==> src/rtl/serial_adder.sv <==
// serial_adder
//   Bit-serial two's-complement adder/subtractor. One full-adder stage
//   processes one bit per clock, LSB first, so a WIDTH-bit operation
//   takes WIDTH cycles in RUN followed by a single DONE cycle.
//
// Ports
//   clk       in   clock, rising-edge
//   rst_n     in   asynchronous active-low reset
//   start     in   begin an operation (accepted in IDLE or DONE)
//   a, b      in   operands, sampled only on acceptance
//   sub       in   0 = a+b, 1 = a-b, sampled only on acceptance
//   busy      out  high while bits are being processed
//   done      out  one-cycle pulse, result and flags valid
//   result    out  sum or difference (modulo 2^WIDTH)
//   cout      out  carry out of the MSB (for subtraction: no borrow)
//   overflow  out  signed overflow
//   zero      out  result == 0
//
// state | meaning
// ------+---------------------------------------------------------
// IDLE  | waiting for start; outputs hold the last result
// RUN   | shifting one bit per cycle through the full adder
// DONE  | result valid for one cycle; start here chains a new op

module serial_adder #(
  parameter int WIDTH = 32
) (
  input  logic             clk,
  input  logic             rst_n,
  input  logic             start,
  input  logic [WIDTH-1:0] a,
  input  logic [WIDTH-1:0] b,
  input  logic             sub,
  output logic             busy,
  output logic             done,
  output logic [WIDTH-1:0] result,
  output logic             cout,
  output logic             overflow,
  output logic             zero
);

  localparam int CW = $clog2(WIDTH);
  localparam logic [CW-1:0] LAST = CW'(WIDTH - 1);

  typedef enum logic [1:0] {
    IDLE = 2'd0,
    RUN  = 2'd1,
    DONE = 2'd2
  } state_t;

  state_t           state;
  state_t           state_nxt;
  logic             accept;
  logic             last_bit;

  logic [WIDTH-1:0] a_sh;
  logic [WIDTH-1:0] b_sh;
  logic             carry;
  logic             cmsb;
  logic [CW-1:0]    cnt;
  logic             cout_r;
  logic             zero_r;

  logic             sum_bit;
  logic             carry_nxt;
  logic [WIDTH-1:0] result_nxt;

  // single full-adder stage on the current LSBs
  assign sum_bit    = a_sh[0] ^ b_sh[0] ^ carry;
  assign carry_nxt  = (a_sh[0] & b_sh[0]) | (carry & (a_sh[0] ^ b_sh[0]));
  assign result_nxt = {sum_bit, result[WIDTH-1:1]};

  always_ff @(posedge clk or negedge rst_n) begin
    if (!rst_n) begin
      state <= IDLE;
    end else begin
      state <= state_nxt;
    end
  end

  always_comb begin
    state_nxt = state;
    accept    = 1'b0;
    last_bit  = 1'b0;
    case (state)
      IDLE: begin
        if (start) begin
          accept    = 1'b1;
          state_nxt = RUN;
        end
      end
      RUN: begin
        if (cnt == LAST) begin
          last_bit  = 1'b1;
          state_nxt = DONE;
        end
      end
      DONE: begin
        if (start) begin
          accept    = 1'b1;
          state_nxt = RUN;
        end else begin
          state_nxt = IDLE;
        end
      end
      default: begin
        state_nxt = IDLE;
      end
    endcase
  end

  always_ff @(posedge clk or negedge rst_n) begin
    if (!rst_n) begin
      a_sh   <= '0;
      b_sh   <= '0;
      carry  <= 1'b0;
      cmsb   <= 1'b0;
      cnt    <= '0;
      result <= '0;
      cout_r <= 1'b0;
      zero_r <= 1'b1;
    end else if (accept) begin
      a_sh  <= a;
      // subtraction is a + ~b + 1; the +1 enters as the initial carry
      b_sh  <= sub ? ~b : b;
      carry <= sub;
      cnt   <= '0;
    end else if (state == RUN) begin
      a_sh   <= a_sh >> 1;
      b_sh   <= b_sh >> 1;
      carry  <= carry_nxt;
      cnt    <= cnt + 1'b1;
      result <= result_nxt;
      // flags are captured only on the final bit so they change with done
      // and stay stable through IDLE, unaffected by a later accept
      if (last_bit) begin
        cmsb   <= carry;
        cout_r <= carry_nxt;
        zero_r <= (result_nxt == '0);
      end
    end
  end

  assign busy     = (state == RUN);
  assign done     = (state == DONE);
  assign cout     = cout_r;
  assign overflow = cmsb ^ cout_r;
  assign zero     = zero_r;

endmodule

==> config.mk <==
export PLATFORM = sky130hd
export DESIGN_NAME = serial_adder
export DESIGN_NICKNAME = d
export VERILOG_FILES = /design/src/rtl/serial_adder.sv
export SDC_FILE = /design/constraint.sdc
export NUM_CORES = 1
export LEC_CHECK = 0
export ABC_AREA = 0
export BUFFER_PORTS_ARGS = -buffer_cell sky130_fd_sc_hd__buf_2
export CORE_MARGIN = 5
export CORE_UTILIZATION = 55
export DETAILED_ROUTE_END_ITERATION = 12
export PLACE_DENSITY = 0.8
export SETUP_SLACK_MARGIN = 0.15
export SYNTH_ARGS = -nofsm -noshare
export SYNTH_HDL_FRONTEND = slang
export SYNTH_SLANG_ARGS = --single-unit
==> constraint.sdc <==
create_clock -name clk -period 4.6 [get_ports clk]
set_input_delay 0.23 -clock clk [delete_from_list [all_inputs] [get_ports clk]]
set_output_delay 0.23 -clock clk [all_outputs]
set_load 0.01 [all_outputs]
== Yosys cells after proc, flatten, opt, wreduce, memory -nomap -nowiden ==
Cells that the tools add are included.
Widths: inputs -> output; s select.

* Mux-type cells: 17
* Reductions and logical operators: 7
* Add/sub/neg operators: 1
* $lt $le $gt $ge: 0
* Multiply operators: 0
* Div/mod/pow operators: 0
* Shift-type cells: 0
* Eq/ne operators: 5
* Bitwise operators: 8

{| class="wikitable"
|+ Operators by type and width
! cell !! count
|-
| $mux 32 || 5
|-
| $logic_not 32->1 || 1
|-
| $not 32->32 || 1
|-
| $mux 5 || 2
|-
| $mux 1 || 7
|-
| $pmux 2 s3 || 1
|-
| $add 5x1->5 const B || 1
|-
| $eq 5x5->1 const B || 1
|-
| $mux 2 || 2
|-
| $reduce_and 2->1 || 2
|-
| $reduce_and 3->1 || 1
|-
| $xor 1x1->1 || 3
|-
| $and 1x1->1 || 2
|-
| $eq 2x1->1 const B || 1
|-
| $eq 2x2->1 const B || 1
|-
| $logic_not 2->1 || 1
|-
| $ne 2x1->1 const B || 1
|-
| $ne 2x2->1 const B || 1
|-
| $reduce_bool 2->1 || 1
|-
| $reduce_or 2->1 || 1
|-
| $not 1->1 || 1
|-
| $or 1x1->1 || 1
|}

* Bits in latches: 0
* Memories kept: 0
* Bits in writable memories: 0
* Input port bits: 68
* Output and inout port bits: 37
* Memory bits (read-only): 0
* Register bits after elaboration: 107

== Depth between registers and ports, before layout ==
* Word-level depth: 5
* Depth in mapped cells: 6
* Depth with buffers taken out: 6

== Worst setup path after synthesis ==
OpenSTA, ideal clock, no wires.

* Path type: register -> register
* Start point: register cnt[0]
* End point: register cmsb
* Path slack: 3046 ps
* Required time: 4475 ps
* Arrival time: 1430 ps
* Buffers on the path: 0
* Clock period less this slack: 1554 ps
* Cell stages (with the launch flop): 6
* Cell sequence: dfrtp_1 ha_1 and3_1 ha_1 nand3b_1 mux2_2

* Cells in the longest elaborated chain, start to end: 4

{| class="wikitable"
|+ RTL lines
! item !! line !! RTL
|-
| start, declared || 60 || <nowiki>logic [CW-1:0] cnt;</nowiki>
|-
| start signal, assigned || 132 || <nowiki>cnt <= cnt + 1'b1;</nowiki>
|-
| $eq 5x5->1 || 93 || <nowiki>if (cnt == LAST) begin</nowiki>
|-
| $mux 1 || 93 ||
|-
| $mux 1 || 85 || <nowiki>case (state)</nowiki>
|-
| $reduce_and 3->1 (no line) || -- ||
|-
| end signal, assigned || 137 || <nowiki>cmsb <= carry;</nowiki>
|-
| end, declared || 59 || <nowiki>logic cmsb;</nowiki>
|}

Every way passes these cells.
A chain may end at the register's enable or synchronous reset.

== Worst setup path after layout ==
* Start point: register state[1]
* End point: output busy

* Cells in the longest elaborated chain, start to end: 1

{| class="wikitable"
|+ RTL lines
! item !! line !! RTL
|-
| start, declared || 51 || <nowiki>state_t state;</nowiki>
|-
| start signal, assigned || 77 || <nowiki>state <= state_nxt;</nowiki>
|-
| $eq 2x1->1 || 144 || <nowiki>assign busy = (state == RUN);</nowiki>
|-
| end, declared || 34 || <nowiki>output logic busy,</nowiki>
|}

Every way passes these cells.

==> impl_results.md <==
- Status: complete, no violations
- Peak VDD IR: 0.3062 mV
- Clock Latency Late Sink: around 0.37 ns
- Antenna-violating nets left: 0
- Ratio of final minimum period to clock period: about 67%
- Switching portion of total power: 41.50%
- Sequential share of power: 45.6%
- Synth top area cells: dfrtp_1 54%, nand2_1 17%, a31oi_1 7.5%
- Ys flop type: dfrtp_1
- Slew HR: roughly 23%
- CP endpoint kind: primary output
- Drt first-iter violations: 220
- Clock-pin slew on the worst setup and hold paths: 0.10 ns
- Setup WS pre-CTS: 1.605 ns
- Fin Hold WS: 0.0009600 ns
- Critical Path Fanout Max: 101
- CTS root buf: clkbuf_8
- Core area: 8721 um2
- Min-delay worst type: in -> async
- Crit path launch type: flop
- Netlist Area Pre-Place: a little under 5000 um2
- Vert. Die Dim: 104.7 um
- Slew @ Worst Pin: 1.151 ns
- Netlist cell types: 32
- Post-CTS sizing: 0
- P_sw: 1.536 mW
- Synth Net Count: 637
- Drt drc: 0
- Layout area overhead: 12.86%
- Starting density of the core: 56.57%
- Gr usage total: ~20%
- Leak pwr: 2.836 nW
- Worst path arrival time: between 2 and 3 ns
- Post-Route WL: roughly 11000 um
- Cts bufs inserted: 9
- Initial antenna violation count: 0
- Synthesis Warnings: 0
- Die extent in x: 104.7 um
- Vias in the first global route: between 3000 and 4000
- Largest net degree at the start of global routing: 126
- Post-DP HPWL: 6989 um
- IO Count: 105
- CTS tree: done
- Vias per cell: about 5.3
- Antenna diodes: 0
- Post-synthesis sequential area ratio: 54.30%
- Final WS setup: 1.527 ns
- Clock power share: 14.0%
- Clock sinks: 107
- CTS H-Tree Depth: 3
- Flops & latches, synth: about 110
- Syn Area/Cell: just under 9 um2
- Wire per inst: 13.97 um
- DIE AREA: 10960 um2
- Via count: 3998
- Finished Layout Cells: 756
- Final min period: 3.073 ns
- Logic pwr share: 40.5%
- Final Hold Fails: 0
- Post-CTS setup repair buffer count: 0
- IO Port Bufs: 104
- Max Buffers Root-to-Sink: 2
- Internal Power: 2.166 mW
- Layout cells sized above 1: 19.60%
- First-pass GRT wire length: 18120 um
- Pwr per Cell Area: 664.9 nW/um2
- Final net count: 714
- Total power: approximately 3.7 mW
- WP data required: 4.37 ns
- # hold bufs at CTS: 0
- Setup TNS Final: 0 ns
- Slew Limit Fails: 0
- GPL Wtd Cong: ~0.78
- Fill cells: 743
- Cell Count Post-Placement: 740
- RSZ-0062 raised after global routing: no
- DRT Pass-1 Iters: 4
- Overflow after GRT: 0
- Final setup violation count: 0
- Number of enable flip-flop cells after synthesis: 0
- Synthesized instance count: 566
- Cell taking the most area after synthesis: dfrtp_1
- Ys async rst share: 100.0%
- Area share of the largest cell type after synthesis: between 50 and 60%
- Total of max-cap violations: 0
- Critical Setup Path Class: reg -> out
- Cell row count: 34
- Clock skew: 0.01188 ns
- Max frequency: ~0.33 GHz
==> through the flow <==
stage                     util (%)  cell area, um2
after floorplan                  -            4933
after global placement       61.91            5399
after detailed placement     61.91            5399
after CTS                    63.85            5568
after global routing         63.85            5568
final                        63.85            5568
==> cell type report <==
type,count,area (um2),area share [%]
Clock buffer,10,127.6,2.292
Clock inverter,6,41.29,0.7416
Inverter,2,7.507,0.1348
Multi-Input combinational cell,417,2039,36.63
Sequential cell,107,2679,48.11
Tap cell,108,135.1,2.427
Timing Repair Buffer,106,538.0,9.663
==> metal layers <==
layer	vias up	routed length (um)	track usage, %
li1	1994	-	-
met1	1889	4745	27.95
met2	100	5083	30.09
met3	15	530	4.747
met4	0	199	6.027
met5	-	0	0
==> power by group through the flow <==
stage	logic (mW)	clock network (mW)	registers, mW
detailed placement	1.52	0	1.69
global route	1.73	0.564	1.75
floorplan	1.12	0	1.68
global placement	1.44	0	1.68
CTS	1.52	0.526	1.68
finish	1.50	0.517	1.69
==> worst paths after layout <==
| path | from | endpoint | slack, ns | cells past startpoint |
|---|---|---|---|---|
| max reg2reg | state[1] | b_sh[7] | 1.60 | 5 |
| min in group clk | a[0] | a_sh[0] | 0.11 | 3 |
| max in group asynchronous | rst_n | zero | 3.58 | 2 |
| min reg2reg | zero | zero | 0.49 | 2 |
| min | rst_n | a_sh[21] | 0.001 | 1 |
| max | state[1] | busy | 1.53 | 3 |
==> placed cells by master, fill, tap and decap left out, types with 8 or more instances in the layout <==
master	n
a31oi_1	59
buf_2	103
clkbuf_8	9
dfrtp_1	106
nand2_1	218
nor2_1	64
nor4_1	8
xor2_1	34
==> cell usage after synthesis, types with 2 or more instances <==
master,instances
a22o_1,3
nor2_1,64
buf_4,8
dfrtp_1,106
nand4_1,2
nand2_1,218
nand3b_1,2
clkbuf_1,5
a31oi_1,59
nand3_1,3
o22ai_1,3
buf_2,26
xor2_1,34
nor3_1,3
ha_1,2
nor4_1,8
mux2_2,2
o21ai_0,3
a21oi_1,2
==> critical path, stage by stage (launching register included) <==
cell and delay [ns]:
dfrtp_1 0.41, nand2b_4 0.63, inv_2 1.11, buf_2 0.29
==> cells by family after synthesis <==
family,synth area share [%]
AOI/OAI and AO/OA,9.206
xor gates and xnor gates,6.036
adders and majority gates,0.9129
buffers and inverters,4.616
DFF,54.30
muxes,0.4565
and+or+nand+nor,24.47
==> registers in the layout (all words and copies together), names as in the netlist <==
name    count
carry       1
b_sh       32
cmsb        1
result     32
a_sh       32
cout        1
cnt         5
zero        1
state       2
Note: power is estimated with default switching activity, not from simulation.
